===== src/rtl/cdb_arbiter_if.sv =====
// Handshake between the completing functional units and the CDB arbiter,
// plus the registered CDB broadcast that the arbiter drives back out.
interface cdb_arbiter_if #(
    parameter int N_FU  = 4,
    parameter int TAG_W = 6
);
    localparam int FU_W = (N_FU > 1) ? $clog2(N_FU) : 1;

    typedef struct packed {
        logic [TAG_W-1:0] tag;
        logic             ready;
        logic             valid;
    } tag_t;

    logic [N_FU-1:0]       fu_valid;
    logic [N_FU*TAG_W-1:0] fu_tag;
    logic [N_FU-1:0]       fu_ready;
    tag_t                  cdb;
    logic [FU_W-1:0]       cdb_fu;

    modport master (output fu_valid, fu_tag, input fu_ready, cdb, cdb_fu);
    modport slave  (input fu_valid, fu_tag, output fu_ready, cdb, cdb_fu);
endinterface


===== src/rtl/cdb_arbiter.sv =====
// Per-FU completion FIFOs feeding a round-robin arbiter that broadcasts one
// tag per cycle on the registered CDB.
module cdb_arbiter #(
    parameter int N_FU      = 4,
    parameter int BUF_DEPTH = 2,
    parameter int TAG_W     = 6
) (
    input  logic         clock,
    input  logic         reset,
    input  logic         squash,
    cdb_arbiter_if.slave bus
);
    localparam int FU_W  = (N_FU > 1) ? $clog2(N_FU) : 1;
    localparam int PTR_W = $clog2(BUF_DEPTH);
    localparam int CNT_W = $clog2(BUF_DEPTH) + 1;

    logic [TAG_W-1:0] mem_q    [N_FU][BUF_DEPTH];
    logic [TAG_W-1:0] mem_d    [N_FU][BUF_DEPTH];
    logic [PTR_W-1:0] rd_ptr_q [N_FU];
    logic [PTR_W-1:0] rd_ptr_d [N_FU];
    logic [PTR_W-1:0] wr_ptr_q [N_FU];
    logic [PTR_W-1:0] wr_ptr_d [N_FU];
    logic [CNT_W-1:0] count_q  [N_FU];
    logic [CNT_W-1:0] count_d  [N_FU];

    logic [FU_W-1:0]  rr_ptr_q, rr_ptr_d;
    logic [FU_W-1:0]  cdb_fu_q, cdb_fu_d;
    logic [TAG_W-1:0] cdb_tag_q, cdb_tag_d;
    logic             cdb_valid_q, cdb_valid_d;

    logic [TAG_W-1:0] in_tag [N_FU];
    logic [N_FU-1:0]  eligible;
    logic [N_FU-1:0]  ready;
    logic [N_FU-1:0]  push;
    logic [N_FU-1:0]  pop;

    logic             grant_valid;
    logic [FU_W-1:0]  grant_idx;
    logic [FU_W:0]    scan_idx;

    genvar gi;
    generate
        for (gi = 0; gi < N_FU; gi++) begin : g_fu
            assign in_tag[gi]   = bus.fu_tag[gi*TAG_W +: TAG_W];
            assign eligible[gi] = (count_q[gi] != '0);
            // Ready looks only at the registered count, so a full FIFO popped
            // this cycle still refuses the handoff until the next cycle.
            assign ready[gi]    = (count_q[gi] < CNT_W'(BUF_DEPTH));
            assign push[gi]     = bus.fu_valid[gi] & ready[gi] & ~squash;
            assign pop[gi]      = grant_valid && (grant_idx == FU_W'(gi));
        end
    endgenerate

    assign bus.fu_ready = ready;
    assign bus.cdb      = {cdb_tag_q, cdb_valid_q, cdb_valid_q};
    assign bus.cdb_fu   = cdb_fu_q;

    // Scan rr_ptr, rr_ptr+1, ... (mod N_FU) and take the first non-empty FIFO.
    always_comb begin
        grant_valid = 1'b0;
        grant_idx   = '0;
        scan_idx    = '0;
        for (int k = 0; k < N_FU; k++) begin
            scan_idx = {1'b0, rr_ptr_q} + (FU_W+1)'(k);
            if (scan_idx >= (FU_W+1)'(N_FU)) begin
                scan_idx = scan_idx - (FU_W+1)'(N_FU);
            end
            if (!grant_valid && eligible[scan_idx[FU_W-1:0]]) begin
                grant_valid = 1'b1;
                grant_idx   = scan_idx[FU_W-1:0];
            end
        end
    end

    always_comb begin
        mem_d       = mem_q;
        rd_ptr_d    = rd_ptr_q;
        wr_ptr_d    = wr_ptr_q;
        count_d     = count_q;
        rr_ptr_d    = rr_ptr_q;
        cdb_fu_d    = cdb_fu_q;
        cdb_tag_d   = '0;
        cdb_valid_d = 1'b0;
        if (squash) begin
            for (int i = 0; i < N_FU; i++) begin
                rd_ptr_d[i] = '0;
                wr_ptr_d[i] = '0;
                count_d[i]  = '0;
            end
        end else begin
            for (int i = 0; i < N_FU; i++) begin
                if (push[i]) begin
                    mem_d[i][wr_ptr_q[i]] = in_tag[i];
                    wr_ptr_d[i]           = wr_ptr_q[i] + PTR_W'(1);
                end
                if (pop[i]) begin
                    rd_ptr_d[i] = rd_ptr_q[i] + PTR_W'(1);
                end
                unique case ({push[i], pop[i]})
                    2'b10:   count_d[i] = count_q[i] + CNT_W'(1);
                    2'b01:   count_d[i] = count_q[i] - CNT_W'(1);
                    default: count_d[i] = count_q[i];
                endcase
            end
            if (grant_valid) begin
                cdb_tag_d   = mem_q[grant_idx][rd_ptr_q[grant_idx]];
                cdb_valid_d = 1'b1;
                cdb_fu_d    = grant_idx;
                rr_ptr_d    = (grant_idx == FU_W'(N_FU - 1)) ? '0 : grant_idx + FU_W'(1);
            end
        end
    end

    // Storage carries no reset; emptiness is tracked by the counters alone.
    always_ff @(posedge clock) begin
        mem_q <= mem_d;
    end

    always_ff @(posedge clock) begin
        if (!reset) begin
            for (int i = 0; i < N_FU; i++) begin
                rd_ptr_q[i] <= '0;
                wr_ptr_q[i] <= '0;
                count_q[i]  <= '0;
            end
            rr_ptr_q    <= '0;
            cdb_fu_q    <= '0;
            cdb_tag_q   <= '0;
            cdb_valid_q <= 1'b0;
        end else begin
            rd_ptr_q    <= rd_ptr_d;
            wr_ptr_q    <= wr_ptr_d;
            count_q     <= count_d;
            rr_ptr_q    <= rr_ptr_d;
            cdb_fu_q    <= cdb_fu_d;
            cdb_tag_q   <= cdb_tag_d;
            cdb_valid_q <= cdb_valid_d;
        end
    end
endmodule


===== src/flat_wrapper.sv =====
// flat-port wrapper written by rule: the top's interface ports become plain ports
module cdb_arbiter_flat 
#(
    parameter int N_FU      = 4,
    parameter int BUF_DEPTH = 2,
    parameter int TAG_W     = 6
)
  (clock, reset, squash, bus_fu_valid, bus_fu_tag, bus_fu_ready, bus_cdb, bus_cdb_fu);
  cdb_arbiter_if #(.N_FU(N_FU), .TAG_W(TAG_W)) bus_i ();
  input  logic clock;
  input  logic reset;
  input  logic squash;
  input wire logic [$bits(bus_i.fu_valid)-1:0] bus_fu_valid;
  input wire logic [$bits(bus_i.fu_tag)-1:0] bus_fu_tag;
  output wire logic [$bits(bus_i.fu_ready)-1:0] bus_fu_ready;
  output wire logic [$bits(bus_i.cdb)-1:0] bus_cdb;
  output wire logic [$bits(bus_i.cdb_fu)-1:0] bus_cdb_fu;
  assign bus_i.fu_valid = bus_fu_valid;
  assign bus_i.fu_tag = bus_fu_tag;
  assign bus_fu_ready = bus_i.fu_ready;
  assign bus_cdb = bus_i.cdb;
  assign bus_cdb_fu = bus_i.cdb_fu;
  cdb_arbiter #(.N_FU(N_FU), .BUF_DEPTH(BUF_DEPTH), .TAG_W(TAG_W)) u_core (.clock(clock), .reset(reset), .squash(squash), .bus(bus_i));
endmodule

===== config.mk =====
export PLATFORM = sky130hd
export DESIGN_NAME = cdb_arbiter_flat
export DESIGN_NICKNAME = d
export VERILOG_FILES = /design/src/rtl/cdb_arbiter_if.sv /design/src/rtl/cdb_arbiter.sv /design/src/flat_wrapper.sv
export SDC_FILE = /design/constraint.sdc
export NUM_CORES = 1
export LEC_CHECK = 0
export CORE_ASPECT_RATIO = 2
export CORE_MARGIN = 2
export CORE_UTILIZATION = 45
export DETAILED_ROUTE_END_ITERATION = 8
export GPL_TIMING_DRIVEN = 0
export PLACE_DENSITY = 0.68
export REMOVE_ABC_BUFFERS = 1
export SETUP_SLACK_MARGIN = 0.15
export SYNTH_ARGS = -nofsm -noshare
export SYNTH_HDL_FRONTEND = slang
export SYNTH_SLANG_ARGS = --single-unit

===== constraint.sdc =====
create_clock -name clock -period 2.33 [get_ports clock]
set_clock_uncertainty 0.15 [all_clocks]
set_input_delay 0.466 -clock clock [delete_from_list [all_inputs] [get_ports clock]]
set_output_delay 0.466 -clock clock [all_outputs]
set_load 0.005 [all_outputs]

After elaboration in Yosys (flattened, before gate mapping)

Cells that the tools add are included.

Output and inout bits: 14
Register bits after elaboration: 75
Logic and storage cells: 175

Multiplexer cells: 47
Add/subtract/negate cells: 24
Reductions and logical operators: 30
$lt $le $gt $ge: 22
Equality and inequality tests: 11
Bitwise gates (word level): 17

Operators with widths:

| cell                                                                         | number |
|---|---|
| 12-bit bitwise mux                                                           | 4 |
| 6-bit two-way mux                                                            | 7 |
| 12-bit binary-select mux with 2-bit select                                   | 1 |
| 6-bit demux with 1-bit select                                                | 4 |
| 12-bit two-way mux                                                           | 2 |
| 2-bit two-way mux                                                            | 9 |
| 2-bit case mux with 2 select lines                                           | 4 |
| 2-bit nonzero test                                                           | 8 |
| 2-bit by 1-bit subtractor with 2-bit output, second input constant           | 8 |
| 2-bit equality test, second input constant                                   | 6 |
| 3-bit greater-or-equal comparator, second input constant                     | 4 |
| 2-bit by 3-bit less-than comparator with 1-bit output, second input constant | 4 |
| 1-bit logical AND                                                            | 11 |
| 1-bit two-way mux                                                            | 11 |
| 2-bit by 1-bit adder with 2-bit output, second input constant                | 5 |
| 1-bit binary-select mux with 2-bit select                                    | 5 |
| 2-bit by 1-bit equality test with 1-bit output, second input constant        | 5 |
| 2-bit greater-or-equal comparator, second input constant                     | 5 |
| 1-bit NOT with 2-bit output                                                  | 5 |
| 2-bit AND reduction                                                          | 5 |
| 1-bit adder, second input constant                                           | 8 |
| 1-bit AND                                                                    | 8 |
| 2-bit by 1-bit less-than comparator with 1-bit output, second input constant | 4 |
| 2-bit less-than comparator, second input constant                            | 4 |
| other kinds (9)                                                              | 14 |

Longest topological paths before layout

Gate-level depths: netlist of the first run.

Depth in word-level cells: 22
Mapped depth: 12
Mapped depth without buffers: 10

Worst setup path before layout of the first run

No wires, ideal clock.

Kind: reg-to-reg
Start point: register u_core.count_q[5] (netlist bit)
End point: register u_core.count_q[1] (netlist bit)
Data arrival time: 2.271 ns
Setup time: 0.071 ns
Stages on the path, launching flop included: 12
Setup slack: -0.161 ns
Cell sequence: dfxtp_1 > or2_1 > o211ai_2 > a21o_1 > buf_6 > inv_4 > buf_2 > ha_1 > nor2b_1 > ha_1 > or3_1 > a21oi_1

Word-level cells in the longest chain between the ends: 17
Elaborated cells between the ends (all ways): 29
Classes of those cells: eq/ne: 3; mux: 17; reduce/logical: 9

RTL lines:

| item                                                                                         | line               | source |
|---|---|---|
| start, declared                                                                              | cdb_arbiter.sv:23  | `logic [CNT_W-1:0] count_q [N_FU];` |
| start signal, assigned                                                                       | cdb_arbiter.sv:133 | `count_q <= count_d;` |
| 2-bit nonzero test *                                                                         | cdb_arbiter.sv:45  | `assign eligible[gi] = (count_q[gi] != '0);` |
| 1-bit binary-select mux with 2-bit select                                                    | cdb_arbiter.sv:68  | `if (!grant_valid && eligible[scan_idx[FU_W-1:0]]) begin` |
| 1-bit two-way mux (implied by the code)                                                      | cdb_arbiter.sv:68  |  |
| 1-bit two-way mux                                                                            | cdb_arbiter.sv:68  |  |
| 1-bit zero test                                                                              | cdb_arbiter.sv:68  |  |
| 1-bit logical AND                                                                            | cdb_arbiter.sv:68  |  |
| 1-bit two-way mux                                                                            | cdb_arbiter.sv:68  |  |
| 1-bit zero test                                                                              | cdb_arbiter.sv:68  |  |
| [... 2 more ...]                                                                             | n/a                |  |
| 1-bit zero test                                                                              | cdb_arbiter.sv:68  |  |
| 1-bit logical AND                                                                            | cdb_arbiter.sv:68  |  |
| 2-bit two-way mux                                                                            | cdb_arbiter.sv:68  |  |
| 2-bit equality test                                                                          | cdb_arbiter.sv:50  | `assign pop[gi] = grant_valid && (grant_idx == FU_W'(gi));` |
| 1-bit logical AND *                                                                          | cdb_arbiter.sv:50  |  |
| named net u_core.pop[3]                                                                      | cdb_arbiter.sv:35  | `logic [N_FU-1:0] pop;` |
| 2-bit by 1-bit equality test with 1-bit output / 2-bit equality test (equally long branches) | cdb_arbiter.sv:99  | `unique case ({push[i], pop[i]})` |
| 2-bit case mux with 2 select lines / 2-bit nonzero test (equally long branches)              | n/a                |  |

The timed path passes the listed nets; every way through them passes the cells marked *. The select of a mux whose other input is x is not followed.
A chain may end at the register's enable or synchronous reset.

Worst setup path after layout of the first run

Start point: register u_core.count_q[1] (netlist bit)
End point: register u_core.count_q[1] (netlist bit)

The elaborated chain is that of the path after synthesis.

==> results.tsv, run 1 <==
stage	metric	value	unit
run_status	status	complete, but fails checks	
run_status	failing checks	setup timing	
timing	RSZ-0062 raised after global routing	true	
drt	post-route ant nets	0	
critical_path	Critical Path End Type	register	
synthesis	number of synthesized flops with an enable pin	48	
floorplan	Initial Utilization	0.466	
hold_path	type of the worst min-delay path	register to register	
placed_design	pre-CTS WS	-0.457	ns
global_routing	Total GRT Usage	0.175	
synthesis	Top FF cell, synth	edfxtp_1	
drt	DRC violations left	0	
cts	Sink Count	75	
final_layout	Filler cells	528	
critical_path	Reg2Reg Depth	9	
floorplan	die area	0.00757	mm^2
timing	Final period util	1.02	
synthesis	Syn Std Cell Area	0.00308	mm^2
drt	Starting DRT DRC Count	35	
power	Tot Pwr	0.00508	W
timing	final hold violations	0	
cts	H-tree levels	3	
cts	clock root cell	clkbuf_16	
final_layout	area of the multi-input gates	0.00116	mm^2
critical_path	r2r startpoint	u_core.count_q[1]	
global_routing	vias in the first global route	2035	
synthesis	Syn. warnings	0	
final_layout	Storage cell area	0.00200	mm^2
power	LEAKAGE	1.43	nW
cts	CTS Buf Count	9	
synthesis	synthesized area per cell	12.7	um^2
global_routing	largest net degree at the start of global routing	18	
synthesis	leading area contributor after synthesis	edfxtp_1	
power	Switch Pwr	0.00162	W
critical_path	Required @ worst endpoint	2.43	ns
placed_design	Port Buffers	44	
power	PwrDens	1210	mW/mm^2
critical_path	Startpoint Class	register	
placed_design	Post-DP HPWL	4.15	mm
timing	fmax	420	MHz
synthesis	number of library cell types mapped by synthesis	38	
drt	WL final	6.30	mm
synthesis	ranking of synthesized cells by area	edfxtp_1, dfxtp_1, mux2i_1, a211oi_1, nor2_1	
final_layout	fin cells	397	
timing	setup violators final	1	
synthesis	FFs w/ async S/R, synth	0	
placed_design	DP Area	0.00357	mm^2
drt	via count	2015	
critical_path	CP Max Fanout	6	
cts	clk_lat worst skew	0.33	ns
timing	Max-Slew Margin vs Limit	0.639	
power	Int Pwr	0.00345	W
hold_path	WHS Endpoint	u_core.bus.cdb_fu[1]	
synthesis	most frequent cells after synthesis	edfxtp_1, dfxtp_1, nor2_1, nor2b_1	
run	Max Cap Viol	0	
global_routing	grt ovf	0	
final_layout	n_diodes	0	
floorplan	chip width	62.5	um
cts	clk buf depth	2	
power	Clock Power Share	0.242	
drt	Pre-antenna DRT Iters	4	
synthesis	Yosys reg bits	75	
synthesis	top-area cell type share of the netlist area	0.468	
final_layout	Nets	340	
drt	via/cell ratio	5.08	
final_layout	Area Growth Syn to Fin	36.6	%
power	Flop pwr share	0.343	
power	Sw Share	0.320	
final_layout	share of layout cells above drive strength 1	0.236	
floorplan	Die Y-Extent	121	um
cts	clock-pin slew on the worst setup and hold paths	0.05	ns
critical_path	crit path DAT	2.48	ns
timing	Tightest Pin Transition	0.539	ns
synthesis	top-count cell post-synth	edfxtp_1	
cts	CTS tree	done	
synthesis	Mapped Cells	242	
placed_design	Final GP Congestion	0.754	
hold_path	Hold Crit Depth	2	
critical_path	CP Class	register to register	
timing	Min Clock Period, post-route	2.38	ns
timing	worst setup margin	-0.0526	ns
final_layout	Design Area, Final	0.00421	mm^2
drt	routed len/inst	15.9	um
floorplan	row count	42	
global_routing	initial antenna violation count	0	
timing	Final Max Tran Viols	0	
power	Peak VDD IR	0.685	mV
global_routing	first-pass GRT wire length	9.77	mm
synthesis	sequential area share after synthesis	0.643	
critical_path	r2r endpoint	u_core.count_q[1]	
hold_path	Hold Crit Start	u_core.bus.cdb_fu[1]	
placed_design	dpl cells	363	
floorplan	Placeable Area	0.00662	mm^2
floorplan	I/O pins	45	
cts	Hold Buf Count CTS	0	
critical_path	reg-to-reg slack, setup	-0.05	ns
power	Gate power share	0.415	
-- state kept, by name (all words and copies together), names as in the netlist --
signal and cells:
u_core.count_q 8, u_core.mem_q 48, u_core.rd_ptr_q 4, u_core.cdb_valid_q 1
u_core.cdb_tag_q 6, u_core.rr_ptr_q 2, u_core.bus.cdb_fu 2, u_core.wr_ptr_q 4
-- repair_timing --
| item | in CTS | in global routing |
|---|---|---|
| resized for setup | 35 | 21 |
| pin swaps | 14 | 8 |
| buffers inserted | 14 | 4 |
| gates cloned | 1 | 0 |
| endpoints found under the setup margin | 16 | 40 |
-- cells in the final DEF (no fill, tap or decap), drive strengths merged --
master,n
mux2i,12
or3,6
and2,1
xnor2,9
nor2,24
o311ai,2
clkinv,6
nand2,7
o21ai,10
nor3,1
ha,5
xor2,4
buf,17
or2,1
nor4,1
clkdlybuf4s50,43
and3,2
clkbuf,11
mux2,6
o21a,1
inv,12
a21oi,8
o31ai,1
a21boi,3
o211ai,1
dfxtp,27
edfxtp,48
nor2b,13
o21bai,2
nand3,3
dlymetal6s2s,1
or4,1
a211oi,12
o32ai,6
a21o,2
-- per-layer routing --
layer,up-vias,track usage,part of all wire
li1,1004,-,-
met1,962,0.162,0.35
met2,39,0.338,0.60
met3,10,0.0464,0.032
met4,0,0.0917,0.020
met5,-,0,0
-- power by group through the flow --
stage / clock network, W / logic (W) / registers, W
after global routing: 0.00132 / 0.00228 / 0.00177
after detailed placement: 0 / 0.00125 / 0.00174
final: 0.00123 / 0.00211 / 0.00174
after global placement: 0 / 0.00122 / 0.00173
after floorplan: 0 / 0.000852 / 0.00171
after CTS: 0.00125 / 0.00175 / 0.00172
-- through the flow --
stage / hold slack (ns) / TNS, ns / util
after floorplan: 0.324 / -0.162 / -
after global routing: 0.381 / -0.142 / 0.636
after detailed placement: 0.337 / -6.35 / 0.539
after CTS: 0.350 / 0 / 0.617
after global placement: 0.327 / -4.66 / 0.539
final: 0.345 / -0.0526 / 0.636
-- worst max path at each step --
stage                                 start             endpoint  slack (ns)  cells after the start
after floorplan           u_core.count_q[5]    u_core.count_q[1]       -0.16                      9
after global placement    u_core.count_q[4]    u_core.count_q[1]       -0.40                      9
after detailed placement             squash  u_core.cdb_tag_q[5]       -0.46                      6
after CTS                 u_core.count_q[4]    u_core.count_q[3]        0.06                      9
after global routing      u_core.count_q[1]    u_core.count_q[1]       -0.11                      9
final                     u_core.count_q[1]    u_core.count_q[1]       -0.05                      9
-- kinds of logic (layout without fill, tap and decap cells) --
| kind of cell | count (synthesis) | count (layout) | share of synthesized area |
|---|---|---|---|
| AO/OA/AOI/OAI | 48 | 48 | 0.107 |
| multiplexers | 18 | 18 | 0.0609 |
| adder cells (fa/ha/maj) | 5 | 5 | 0.0203 |
| flip-flops | 75 | 75 | 0.643 |
| AND/OR/NAND/NOR | 60 | 60 | 0.0954 |
| XOR/XNOR | 13 | 13 | 0.0369 |
| buffers and inverters | 23 | 90 | 0.0365 |
-- critical path, cell delays in order (launching register included) --
cell and delay (ns):
dfxtp_1 0.38, nor4_2 0.45, a21o_4 0.22, inv_12 0.05, ha_4 0.14, nor2b_4 0.13, ha_4 0.16, xnor2_2 0.13
or3_1 0.35, a21oi_1 0.15
-- area by class of cell --
| type | count | share of cell area |
|---|---|---|
| timing repair inverter | 1 | 0.00208 |
| clock inverter | 5 | 0.00683 |
| sequential | 75 | 0.475 |
| clock buffer | 11 | 0.0576 |
| multi-input combinational | 144 | 0.276 |
| inverter | 12 | 0.0149 |
| timing repair buffer | 61 | 0.142 |
| tap | 88 | 0.0261 |
Note: power is estimated with default switching activity, not from simulation.
==> run 2: changes to the inputs <==
--- a/config.mk
+++ b/config.mk
@@ -5,6 +5,7 @@
 export SDC_FILE = /design/constraint.sdc
 export NUM_CORES = 1
 export LEC_CHECK = 0
+export CAP_MARGIN = 30
 export CORE_ASPECT_RATIO = 2
 export CORE_MARGIN = 2
 export CORE_UTILIZATION = 45
==> results of run 2 <==
No change in the layout: final DEF, timing and power equal those of run 1.
==> run 3: changes to the inputs <==
--- a/config.mk
+++ b/config.mk
@@ -14,6 +14,8 @@
 export PLACE_DENSITY = 0.68
 export REMOVE_ABC_BUFFERS = 1
 export SETUP_SLACK_MARGIN = 0.15
+export SKIP_CTS_REPAIR_TIMING = 1
 export SYNTH_ARGS = -nofsm -noshare
 export SYNTH_HDL_FRONTEND = slang
 export SYNTH_SLANG_ARGS = --single-unit
+export TNS_END_PERCENT = 50
==> run 3 against run 2 <==
Compared with the run above:
- the run still ends with setup timing left
- clock-buffer cell count did not move
- first-iteration DRC count rose by 110%
- sequential power barely moved
- final area rose by 0.30%
- clock power barely moved
- via count rose by 2.2%
- global-route usage fell by 1.5 points
- combinational power barely moved
- worst hold slack barely moved
- setup slack got worse by 0.076 ns
- flip-flop and latch count did not move
==> results.tsv, run 3 (same netlist as run 1, synthesis figures left out) <==
stage	metric	value	unit	change
cts	clock root cell	clkbuf_16		
drt	WL final	6.33	mm	+0.48%
placed_design	Port Buffers	44		unchanged
floorplan	die area	0.00757	mm^2	unchanged
critical_path	Slowest cell on crit path	dfxtp_4		
floorplan	Die Y-Extent	121	um	unchanged
final_layout	Area Growth Syn to Fin	37.1	%	
floorplan	Placeable Area	0.00662	mm^2	unchanged
cts	clk_lat worst skew	0.33	ns	about the same
global_routing	largest net degree at the start of global routing	22		+4
cts	CTS Buf Count	9		unchanged
global_routing	vias in the first global route	1879		-7.7%
power	PwrDens	1200	mW/mm^2	-0.49%
timing	Final period util	1.06		+0.0325
drt	DRC violations left	0		unchanged
placed_design	Final GP Congestion	0.754		unchanged
critical_path	Required @ worst endpoint	2.43	ns	about the same
drt	routed len/inst	16.0	um	+0.73%
power	LEAKAGE	1.41	nW	-0.98%
critical_path	CP Max Fanout	7		+1
drt	via count	2059		+2.2%
cts	clock-pin slew on the worst setup and hold paths	0.05	ns	about the same
critical_path	Slowest Stage Delay on Critical Path	0.37	ns	-0.08 ns
timing	RSZ-0062 raised after global routing	true		
timing	Tightest Pin Transition	0.544	ns	+0.00452 ns
final_layout	max reg flops	48		unchanged
timing	worst setup margin	-0.128	ns	-0.0757 ns
final_layout	fin cells	396		-0.25%
final_layout	n_diodes	0		unchanged
final_layout	share of layout cells above drive strength 1	0.250		+0.0138
hold_path	Hold Crit Depth	2		unchanged
cts	Sink Count	75		unchanged
timing	setup violators final	4		+3
final_layout	Nets	339		-0.29%
final_layout	Final Core Density	0.638		+0.00189
critical_path	Critical Path End Type	register		
global_routing	Total GRT Usage	0.160		-0.0145
timing	Min Clock Period, post-route	2.46	ns	+0.0757 ns
global_routing	initial antenna violation count	0		unchanged
drt	via/cell ratio	5.20		+2.4%
drt	Pre-antenna DRT Iters	4		unchanged
final_layout	register bank with the most flops	u_core.mem_q		
placed_design	dpl cells	363		unchanged
timing	Final Max Tran Viols	0		unchanged
cts	clk buf depth	2		unchanged
critical_path	Startpoint Class	register		
power	Peak VDD IR	0.622	mV	-9.2%
global_routing	first-pass GRT wire length	8.98	mm	-8.1%
final_layout	biggest regs	u_core.mem_q x48, u_core.count_q x8, u_core.cdb_tag_q x6		
timing	final hold violations	0		unchanged
run	Max Cap Viol	0		unchanged
critical_path	CP Class	register to register		
critical_path	Reg2Reg Depth	9		unchanged
run_status	failing checks	setup timing		
critical_path	crit path DAT	2.56	ns	+0.08 ns
drt	Starting DRT DRC Count	73		+110%
run_status	status	complete, but fails checks		
final_layout	most frequent cells in the layout	edfxtp_1, clkdlybuf4s50_1, dfxtp_1		
floorplan	row count	42		unchanged
hold_path	type of the worst min-delay path	register to register		
final_layout	commonest non-fill, non-tap cell in the layout	edfxtp_1		
floorplan	chip width	62.5	um	unchanged
placed_design	Post-DP HPWL	4.15	mm	unchanged
cts	H-tree levels	3		unchanged
timing	fmax	407	MHz	-3.1%
global_routing	grt ovf	0		unchanged
drt	post-route ant nets	0		unchanged
timing	Max-Slew Margin vs Limit	0.636		-0.00302
floorplan	Initial Utilization	0.466		unchanged
final_layout	Filler cells	523		-0.95%
critical_path	CP Cell Sequence	o21a_1 -> o311ai_4 -> nand2_2 -> clkinvlp_4 -> ha_1 -> nor2b_4 -> ha_4 -> or3_1 -> a21oi_1		
cts	CTS tree	done		
floorplan	I/O pins	45		unchanged
[run 3: changes by cell type in the layout (fill, tap and decap cells not counted), sizes merged]
cell           before  now
a21o                2    3
buf                17   15
clkdlybuf4s50      43   44
clkinvlp            0    1
dlymetal6s2s        1    0
inv                12   11
[run 3: per-layer routing]
metal  up-vias  GRT usage  part of all wire
li1       1011          -                 -
met1       981      0.155              0.36
met2        51      0.304              0.57
met3        16     0.0408             0.034
met4         0     0.0847             0.036
met5         -          0                 0
[run 3: per-stage QoR]
stage	total power, W	cell area (um^2)	TNS (ns)	setup WS (ns)	hold slack, ns
after global routing	0.00535	4230	-0.869	-0.214	0.382
after detailed placement	0.00299	3570	-6.35	-0.457	0.337
after global placement	0.00295	3570	-4.66	-0.404	0.327
final	0.00507	4230	-0.356	-0.128	0.345
after floorplan	0.00256	3020	-0.162	-0.162	0.324
after CTS	0.00423	3840	-1.67	-0.465	0.349
[run 3: cell type report]
type,instances,area (um^2),share of cell area
Clock buffer,11,243,0.0574
Clock inverter,5,28.8,0.00681
Inverter,12,61.3,0.0145
Multi-Input combinational cell,145,1210,0.285
Sequential cell,75,2000,0.473
Tap cell,88,110,0.0261
Timing Repair Buffer,59,568,0.134
Timing Repair inverter,1,8.76,0.00207
[run 3: worst paths after layout]
path | start | endpoint | slack, ns
worst max-delay path | u_core.count_q[6] | u_core.count_q[1] | -0.13
worst min register to register | u_core.bus.cdb_fu[1] | u_core.bus.cdb_fu[1] | 0.35
worst max register to register | u_core.count_q[6] | u_core.count_q[1] | -0.13
worst min-delay path | u_core.bus.cdb_fu[1] | u_core.bus.cdb_fu[1] | 0.35
[run 3: report_power, final]
group | internal, W | switching (W)
combinational | 0.00110 | 0.000984
sequential | 0.00159 | 0.000171
clock | 0.000742 | 0.000484
total | 0.00343 | 0.00164
[run 3: critical path, delay by kind of cell (launching register included)]
kind / cells / cell delay (ns)
adder cells (fa/ha/maj): 2 / 0.38
AND/OR/NAND/NOR: 3 / 0.67
buffers and inverters: 1 / 0.17
flip-flops: 1 / 0.37
AO/OA/AOI/OAI: 3 / 0.65
